===== config.mk =====
export PLATFORM = sky130hd
export DESIGN_NAME = div_unit
export DESIGN_NICKNAME = d
export VERILOG_FILES = /design/src/rtl/div_unit_pkg.sv /design/src/rtl/div_unit.sv
export SDC_FILE = /design/constraint.sdc
export NUM_CORES = 1
export LEC_CHECK = 0
export CAP_MARGIN = 10
export CORE_AREA = 2 2 225 183
export CTS_BUF_LIST = sky130_fd_sc_hd__clkbuf_8 sky130_fd_sc_hd__clkbuf_16
export CTS_CLUSTER_SIZE = 40
export DETAILED_ROUTE_END_ITERATION = 8
export DIE_AREA = 0 0 227 185
export SLEW_MARGIN = 10
export SYNTH_ARGS = -nofsm -noshare
export SYNTH_HDL_FRONTEND = slang
export SYNTH_SLANG_ARGS = --single-unit
export TNS_END_PERCENT = 10

===== constraint.sdc =====
create_clock -name ip_clk -period 4.33 [get_ports ip_clk]
set_input_delay 0.433 -clock ip_clk [delete_from_list [all_inputs] [get_ports ip_clk]]
set_output_delay 0.433 -clock ip_clk [all_outputs]
set_load 0.01 [all_outputs]

===== src/rtl/div_unit_pkg.sv =====
// Shared definitions for the RV32M iterative divider: funct3 codes,
// FSM state encoding and small two's-complement helpers.
package div_unit_pkg;

   localparam int XLEN = 32;

   // RV32M divide-class funct3 encodings
   localparam logic [2:0] FUNCT3_DIV  = 3'b100;
   localparam logic [2:0] FUNCT3_DIVU = 3'b101;
   localparam logic [2:0] FUNCT3_REM  = 3'b110;
   localparam logic [2:0] FUNCT3_REMU = 3'b111;

   // Last restoring step index (32 steps: 0..31)
   localparam logic [4:0] LAST_STEP = 5'd31;

   typedef enum logic [1:0] {
      ST_IDLE = 2'b00,
      ST_CALC = 2'b01,
      ST_DONE = 2'b10
   } div_state_e;

   // Two's-complement negation
   function automatic logic [31:0] twos_neg(input logic [31:0] value);
      return ~value + 32'd1;
   endfunction

   // Absolute value for signed operands, pass-through otherwise
   function automatic logic [31:0] magnitude(input logic [31:0] value, input logic is_signed);
      return (is_signed && value[31]) ? twos_neg(value) : value;
   endfunction

endpackage


===== src/rtl/div_unit.sv =====
// RV32M divide unit: 32-step radix-2 restoring divider on operand
// magnitudes with sign fix-up, divide-by-zero and signed-overflow bypass,
// pipeline flush and a registered register-file write-back port.
module div_unit
   import div_unit_pkg::*;
(
   input  logic        ip_clk,
   input  logic        ip_rst,
   input  logic        ip_start,
   input  logic        ip_flush,
   input  logic [2:0]  ip_funct3,
   input  logic [31:0] ip_rs1,
   input  logic [31:0] ip_rs2,
   input  logic [4:0]  ip_rd_addr,
   output logic        op_busy,
   output logic        op_done,
   output logic        op_wr_en,
   output logic [4:0]  op_rd_addr,
   output logic [31:0] op_result
);

   div_state_e  state;
   div_state_e  next_state;

   // Captured operation context
   logic [31:0] quo;        // dividend magnitude shifting out, quotient shifting in
   logic [31:0] rem_acc;    // partial remainder
   logic [31:0] dsr;        // divisor magnitude
   logic [4:0]  count;
   logic        op_is_rem;
   logic        neg_q;
   logic        neg_r;
   logic [4:0]  rd_reg;

   // Request decode on the raw inputs
   logic        in_signed;
   logic        in_is_rem;
   logic        div_zero;
   logic        ovf;
   logic        start_ok;
   logic [31:0] bypass_result;

   // FSM controls
   logic        load_op;
   logic        bypass;
   logic        calc_step;
   logic [4:0]  done_rd;

   // Restoring step datapath
   logic [32:0] partial;
   logic        step_ok;
   logic [31:0] sub;
   logic [31:0] step_rem;
   logic [31:0] step_quo;
   logic [31:0] q_fin;
   logic [31:0] r_fin;
   logic [31:0] final_result;

   assign in_signed = (ip_funct3 == FUNCT3_DIV) || (ip_funct3 == FUNCT3_REM);
   assign in_is_rem = (ip_funct3 == FUNCT3_REM) || (ip_funct3 == FUNCT3_REMU);
   assign div_zero  = (ip_rs2 == 32'd0);
   assign ovf       = in_signed && (ip_rs1 == 32'h8000_0000) && (ip_rs2 == 32'hFFFF_FFFF);
   // A kill in the same cycle as a request wins: nothing is captured
   assign start_ok  = ip_start && ip_funct3[2] && !ip_flush;

   // Architectural results for the cases that skip the iteration
   always_comb begin
      bypass_result = 32'd0;
      if (div_zero) begin
         bypass_result = in_is_rem ? ip_rs1 : 32'hFFFF_FFFF;
      end else if (in_is_rem) begin
         bypass_result = 32'd0;
      end else begin
         bypass_result = 32'h8000_0000;
      end
   end

   // One restoring step: shift in next dividend bit, subtract if it fits
   always_comb begin
      partial  = {rem_acc, quo[31]};
      step_ok  = (partial >= {1'b0, dsr});
      // When the subtraction is taken the true difference fits in 32 bits
      sub      = partial[31:0] - dsr;
      step_rem = step_ok ? sub : partial[31:0];
      step_quo = {quo[30:0], step_ok};
      q_fin    = neg_q ? twos_neg(step_quo) : step_quo;
      r_fin    = neg_r ? twos_neg(step_rem) : step_rem;
      final_result = op_is_rem ? r_fin : q_fin;
   end

   // State register
   always_ff @(posedge ip_clk or posedge ip_rst) begin
      if (ip_rst) begin
         state <= ST_IDLE;
      end else begin
         state <= next_state;
      end
   end

   // Next-state logic and per-cycle datapath controls
   always_comb begin
      next_state = state;
      load_op    = 1'b0;
      bypass     = 1'b0;
      calc_step  = 1'b0;
      case (state)
         ST_IDLE: begin
            if (start_ok) begin
               load_op = 1'b1;
               if (div_zero || ovf) begin
                  bypass     = 1'b1;
                  next_state = ST_DONE;
               end else begin
                  next_state = ST_CALC;
               end
            end else begin
               next_state = ST_IDLE;
            end
         end
         ST_CALC: begin
            if (ip_flush) begin
               next_state = ST_IDLE;
            end else if (count == LAST_STEP) begin
               calc_step  = 1'b1;
               next_state = ST_DONE;
            end else begin
               calc_step  = 1'b1;
               next_state = ST_CALC;
            end
         end
         ST_DONE: begin
            next_state = ST_IDLE;
         end
         default: begin
            next_state = ST_IDLE;
         end
      endcase
   end

   assign done_rd = bypass ? ip_rd_addr : rd_reg;

   // Operand capture and iterative restoring division
   always_ff @(posedge ip_clk or posedge ip_rst) begin
      if (ip_rst) begin
         quo       <= 32'd0;
         rem_acc   <= 32'd0;
         dsr       <= 32'd0;
         count     <= 5'd0;
         op_is_rem <= 1'b0;
         neg_q     <= 1'b0;
         neg_r     <= 1'b0;
         rd_reg    <= 5'd0;
      end else if (load_op) begin
         quo       <= magnitude(ip_rs1, in_signed);
         rem_acc   <= 32'd0;
         dsr       <= magnitude(ip_rs2, in_signed);
         count     <= 5'd0;
         op_is_rem <= in_is_rem;
         neg_q     <= in_signed && (ip_rs1[31] ^ ip_rs2[31]);
         neg_r     <= in_signed && ip_rs1[31];
         rd_reg    <= ip_rd_addr;
      end else if (calc_step) begin
         quo       <= step_quo;
         rem_acc   <= step_rem;
         count     <= count + 5'd1;
      end
   end

   // Registered status and write-back outputs, result held between completions
   always_ff @(posedge ip_clk or posedge ip_rst) begin
      if (ip_rst) begin
         op_busy    <= 1'b0;
         op_done    <= 1'b0;
         op_wr_en   <= 1'b0;
         op_rd_addr <= 5'd0;
         op_result  <= 32'd0;
      end else begin
         op_busy <= (next_state != ST_IDLE);
         op_done <= (next_state == ST_DONE);
         if (next_state == ST_DONE) begin
            op_wr_en   <= (done_rd != 5'd0);
            op_rd_addr <= done_rd;
            op_result  <= bypass ? bypass_result : final_result;
         end else begin
            op_wr_en   <= 1'b0;
         end
      end
   end

endmodule


# --- Yosys cells after proc, flatten, opt, wreduce, memory -nomap -nowiden ---
# Index checks and enable logic that the tools add are counted.
# Widths: inputs -> output; s select.
op_classes:
  mux: 30
  addsub: 6
  magnitude_cmp: 1
  n_eq_ne: 8
  n_reduce_logical: 16
  bitwise: 5
op_table:
  columns: ["op", "count"]
  rows:
  - ["$mux 32", 14]
  - ["$add 32x1->32 const B", 4]
  - ["$not 32->32", 4]
  - ["$eq 32x32->1 const B", 2]
  - ["$ge 33x32->1", 1]
  - ["$logic_not 32->1", 1]
  - ["$sub 32x32->32", 1]
  - ["$mux 5", 3]
  - ["$eq 3x3->1 const B", 3]
  - ["$mux 1", 8]
  - ["$mux 2", 4]
  - ["$logic_and 1x1->1", 7]
  - ["$add 5x1->5 const B", 1]
  - ["$eq 5x5->1 const B", 1]
  - ["$reduce_bool 5->1", 1]
  - ["$pmux 2 s2", 1]
  - ["$reduce_bool 2->1", 2]
  - ["$logic_or 1x1->1", 3]
  - ["$eq 2x1->1 const B", 1]
  - ["$eq 2x2->1 const B", 1]
  - ["$logic_not 2->1", 1]
  - ["$logic_not 1->1", 1]
  - ["$xor 1x1->1", 1]
totals:
  input_bits: 76
  elab_cells: 80
  ff_bits: 151
  output_inout_bits: 40

# --- Longest topological paths before layout ---
depth:
  word_depth: 11
  mapped_depth: 20
  ltp_nobuf: 16

# --- Worst setup path after synthesis ---
# Ideal clock, no wire load.
synth_timing:
  kind: "reg2reg"
  startpoint: "register rem_acc[23]"
  endpoint: "register op_result[20]"
  period_less_slack_ps: 4275
  required_ps: 4204
  path_buffers: 4
  setup_time_ps: 126
  path_slack_ps: 55
  path_stages_with_launch: 19
  arrival_time_ps: 4149
  path_cell_list: "dfrtp_1 > ha_1 > buf_2 > nand2_1 > nor4_2 > o2111ai_4 > nand2_4 > buf_2 > buf_2 > buf_2 > nand2_1 > o21ai_0 > ha_1 > o21ai_1 > nor4_4 > o21ai_1 > o21ai_1 > xor2_1 > a221o_1"
synth_between:
  elab_chain_len: 7
  word_cells_on_any_way: 10
  classes_between: "add/sub (2); order compare (1); mux (5); bitwise (2)"
synth_lines:
  columns: ["element", "line", "source"]
  rows:
  - ["start: declaration", "div_unit.sv:27", "logic [31:0] rem_acc;"]
  - ["start signal: assignment", "div_unit.sv:164", "rem_acc <= step_rem;"]
  - ["$ge 33x32->1 *", "div_unit.sv:81", "step_ok = (partial >= {1'b0, dsr});"]
  - ["$mux 32", "div_unit.sv:84", "step_rem = step_ok ? sub : partial[31:0];"]
  - ["$not 32->32", "div_unit_pkg.sv:24", "return ~value + 32'd1;"]
  - ["$add 32x1->32", "div_unit_pkg.sv:24", null]
  - ["$mux 32", "div_unit.sv:87", "r_fin = neg_r ? twos_neg(step_rem) : step_rem;"]
  - ["$mux 32 *", "div_unit.sv:88", "final_result = op_is_rem ? r_fin : q_fin;"]
  - ["$mux 32 *", "div_unit.sv:183", "op_result <= bypass ? bypass_result : final_result;"]
  - ["end signal: assignment", "div_unit.sv:183", null]
  - ["end: declaration", "div_unit.sv:19", "output logic [31:0] op_result"]
# Every way passes the cells marked *; elsewhere a longest branch is shown, timed or not.
# A chain may end at the register's enable or synchronous reset.

# --- Final worst setup path ---
layout_timing:
  startpoint: "input port ip_rs1[28]"
  endpoint: "register op_result[31]"
layout_between:
  elab_chain_len: 8
  word_cells_on_any_way: 12
  classes_between: "eq/ne (2); mux (7); reduce/logical (3)"
layout_lines:
  columns: ["element", "line", "source"]
  rows:
  - ["start: declaration", "div_unit.sv:12", "input logic [31:0] ip_rs1,"]
  - ["$eq 32x32->1 *", "div_unit.sv:62", "assign ovf = in_signed && (ip_rs1 == 32'h8000_0000) && (ip_rs2 == 32'hFFFF_FFFF);"]
  - ["$logic_and 1x1->1 * (2 in series)", "div_unit.sv:62", null]
  - ["$logic_or 1x1->1 *", "div_unit.sv:110", "if (div_zero || ovf) begin"]
  - ["$mux 2 / $mux 1 (equally long branches)", "div_unit.sv:110", null]
  - ["$mux 2 / $mux 1 (equally long branches)", "div_unit.sv:108", "if (start_ok) begin"]
  - ["$pmux 2 s2 / $mux 1 (equally long branches)", "div_unit.sv:106", "case (state)"]
  - ["$eq 2x2->1 / $mux 32 (equally long branches)", "div_unit.sv:180, div_unit.sv:183", null]
# Marks and branches as above.

==> results.md <==
- The run finished with clean final reports.
- The number of inserted diodes is 0.
- The average instance area after synthesis is 7.967 µm².
- The width of the die is 227 µm.
- The mapped netlist covers 11,770 µm².
- The total global routing track utilization is 20.45%.
- Ranked by total cell area, the synthesized netlist is headed by sky130_fd_sc_hd__dfrtp_1, sky130_fd_sc_hd__o21ai_0, sky130_fd_sc_hd__nand2_1, sky130_fd_sc_hd__xor2_1, sky130_fd_sc_hd__xnor2_1.
- The tree built by TritonCTS fans out to 151 sinks.
- The iteration count of the initial detailed-routing pass is 5.
- Clock tree synthesis selected as its root buffer the cell sky130_fd_sc_hd__clkbuf_16.
- In this run the worst setup path begins at ip_rs1[28].
- The final number of hold-violating endpoints is 0.
- The final critical path takes up 95.91% of the cycle.
- The slowest stage of the critical path belongs to the cell sky130_fd_sc_hd__or4_1.
- STA classifies the critical path endpoint as a register.
- The tool flagged a number of max-cap violations equal to 0.
- The required time at the endpoint of the critical path is 4.65 ns.
- The iteration-0 DRC count of the detailed router is 1,074.
- The final routed wire length divided by cell count is 19.77 µm.
- Setup violations remaining at the end of the flow were counted as 0.
- For the final database, setup skew stands at 0.01651 ns.
- Once the floorplan was initialized, standard cells occupied 29.44% of the core.
- The post-DP HPWL is 32.83 mm.
- Counting I/O delays and the setup requirement, the final critical path takes 4.153 ns.
- Global routing finished with a remaining overflow of 0.
- The type of element launching the critical path is a primary input.
- The fill cell total of the finished layout is 4,176.
- The top achievable clock speed is 240.8 MHz.
- The launch point of the worst reg-to-reg path is rem_acc[7].
- The maximum single-stage delay on the critical path is 0.66 ns.
- The floorplan step defined a core boundary enclosing 39,970 µm².
- The areal power density over the cells is 516.0 nW/µm².
- The post-route netlist has 9.356% of its cells at a drive strength greater than 1.
- The buffer depth of the longest clock path is 2.
- The largest total area in the synthesized netlist belongs to sky130_fd_sc_hd__dfrtp_1.
- The path class of the tightest hold or removal check is reg2reg.
- The sequential area share after synthesis is 32.11%.
- The floorplan step defined a die boundary enclosing 42,000 µm².
- The flip-flop cell with the highest count after synthesis is sky130_fd_sc_hd__dfrtp_1.
- After clock tree synthesis, the clock-pin slew on the worst setup and hold paths is 0.07 ns.
- The final number of max-transition violations was 0.
- Dividing the detail-routed via count by the number of cells gives 5.483.
- The total DRC errors in the routed layout is 0.
- The startpoint identified for the worst hold timing path is dsr[3].
- The TritonCTS clock tree is yes.
- The total wire length is 42.67 mm.
- The insertion delay to the later sink of the worst-skew pair is 0.46 ns.
- Walking the worst path, the cells encountered are clkdlybuf4s50_1, or4_1, or2_2, or4_1, nor4_2, a41oi_1, nand2b_1, a211oi_1, a21oi_1, nand2_1, a21oi_1.
- The count of nets left with antenna violations once routing finished came out at 0.
- At the pin with the least slew margin, the transition time is 1.056 ns.
- The kind of cell with the highest combined delay on the critical path is simple AND/OR/NAND/NOR gates.
- The cell area after layout is 14,500 µm².
- The area growth from synthesis to layout is 23.19%.
- Synthesis produced 1,477 cells.
- The height of the die is 185 µm.
- The leakage power of the design is 0.005912 µW.
- Once placement finished, the instance area stood at 13,830 µm².
- In the synthesized netlist the async set-or-reset flop fraction comes to 100.0%.
- The most used standard cell by instance count after synthesis is sky130_fd_sc_hd__nand2_1.
- The routability congestion estimate from global placement is 0.9335.
- The level count of the clock H-tree is 4.
- The synthesized flop and latch total is 151.
- The class of the most critical setup path is in2reg.
- Ranked by instance count, the synthesized netlist is headed by sky130_fd_sc_hd__nand2_1, sky130_fd_sc_hd__o21ai_0, sky130_fd_sc_hd__dfrtp_1.
- The net count after synthesis is 1,593.
- VDD sags by at most 0.3430 mV.
- The first global-routing pass estimated 66.30 mm of wire.
- The number of library cell types mapped by synthesis is 82.
- The hold slack is 0.4810 ns.
- The total number of vias is 11,830.
- The endpoint arrival time on the critical path is 4.48 ns.
- The number of antenna violations at the first check in global routing came to 1.
- The normalized max-slew margin is 29.31%.
- The share of synthesized area in the top cell type comes to 32.11%.
- The power consumption is 7480 µW.
- TritonCTS created 17 clock buffers.
- The Yosys step of the flow raised 0 warnings.
- The number of top-level pins is 116.
- In this run the tool buffered the top-level ports with 115 buffer cells.
- Along the worst path, the maximum fanout reaches 12.
- The number of buffers and inverters on the critical path is 1.
- In this run the core area contains 66 standard-cell rows.
- The number of global-route vias before repair is 11,250.
- The number of nets at the end of the flow is 1,717.
- Counting flops with a built-in enable in the synthesized netlist gives 0.
- The pin count of the biggest net entering global routing is 152.
-- kinds of logic after synthesis --
| kind of cell | Yosys count | synth area share (%) |
|---|---|---|
| xor gates and xnor gates | 140 | 10.42 |
| adders and majority gates | 40 | 4.317 |
| buffers and inverters | 131 | 4.402 |
| DFF | 151 | 32.11 |
| muxes | 29 | 2.467 |
| and+or+nand+nor | 504 | 20.52 |
| AOI/OAI and AO/OA | 482 | 25.76 |
-- layout by cell type (no fill, tap or decap), drive strengths merged, types with 29 or more instances in the layout --
master	instances
buf	70
inv	58
a22oi	31
mux2i	29
nor3	32
nor2	113
ha	39
o21ai	202
nand2	203
xnor2	65
xor2	75
dfrtp	151
a21oi	94
clkdlybuf4s50	115
-- timing repair --
action                                  CTS  global route
endpoints found under the setup margin    0            15
resized for setup                         0            14
setup buffers                             0             3
hold buffers                              0             0
-- report_power, final --
part | internal [µW] | switching, µW | total [µW]
Combinational | 1580 | 2430 | 4000
Sequential | 1640 | 298 | 1930
Clock | 814 | 728 | 1540
Total | 4030 | 3450 | 7480
-- worst reg2reg max path, stage by stage (launching register included) --
cell,delay [ns]
sky130_fd_sc_hd__dfrtp_1,0.46
sky130_fd_sc_hd__ha_1,0.43
sky130_fd_sc_hd__a21oi_1,0.31
sky130_fd_sc_hd__o21ai_2,0.16
sky130_fd_sc_hd__a221o_1,0.39
sky130_fd_sc_hd__o2111a_1,0.40
sky130_fd_sc_hd__or4_1,0.44
sky130_fd_sc_hd__o31a_1,0.16
sky130_fd_sc_hd__nor4_4,0.44
sky130_fd_sc_hd__nand4b_1,0.22
sky130_fd_sc_hd__o21ai_1,0.25
sky130_fd_sc_hd__xnor2_1,0.18
sky130_fd_sc_hd__a31oi_1,0.13
-- cell type report --
cell class / count / area (µm²) / share of cell area, %
Sequential cell: 151 / 3780 / 26.07
Clock buffer: 17 / 425.4 / 2.935
Timing Repair Buffer: 185 / 1697 / 11.70
Multi-Input combinational cell: 1195 / 7560 / 52.15
Clock inverter: 15 / 158.9 / 1.096
Tap cell: 544 / 680.7 / 4.695
Inverter: 51 / 195.2 / 1.346
-- per-layer routing --
metal	vias to the layer above	track usage, %	share of wire [%]
li1	5617	-	-
met1	5745	30.53	49
met2	435	30.43	43
met3	35	4.156	6.6
met4	0	3.660	0.93
met5	-	0	0
-- through the flow --
step | instances | utilization [%] | setup slack (ns) | TNS (ns)
2_1_floorplan | 1477 | - | 0.05481 | 0
3_3_place_gp | 2123 | 34.59 | -0.3706 | -3.966
3_5_place_dp | 2123 | 34.59 | -0.4253 | -5.277
4_1_cts | 2155 | 36.06 | 0.04559 | 0
5_1_grt | 2158 | 36.27 | -0.01475 | -0.01475
6_report | 2158 | 36.27 | 0.1771 | 0
-- path summary, 6_finish.rpt --
kind / end / slack (ns) / cells past startpoint
worst max-delay path: op_result[31] / 0.18 / 11
worst min-delay path: dsr[3] / 0.48 / 2
worst max register to register: op_result[30] / 0.20 / 12
worst min register to register: dsr[3] / 0.48 / 2
max in group asynchronous: rem_acc[21] / 3.10 / 3
min in group asynchronous: op_result[1] / 0.55 / 3
No activity file was read; power rests on OpenSTA's default activity.
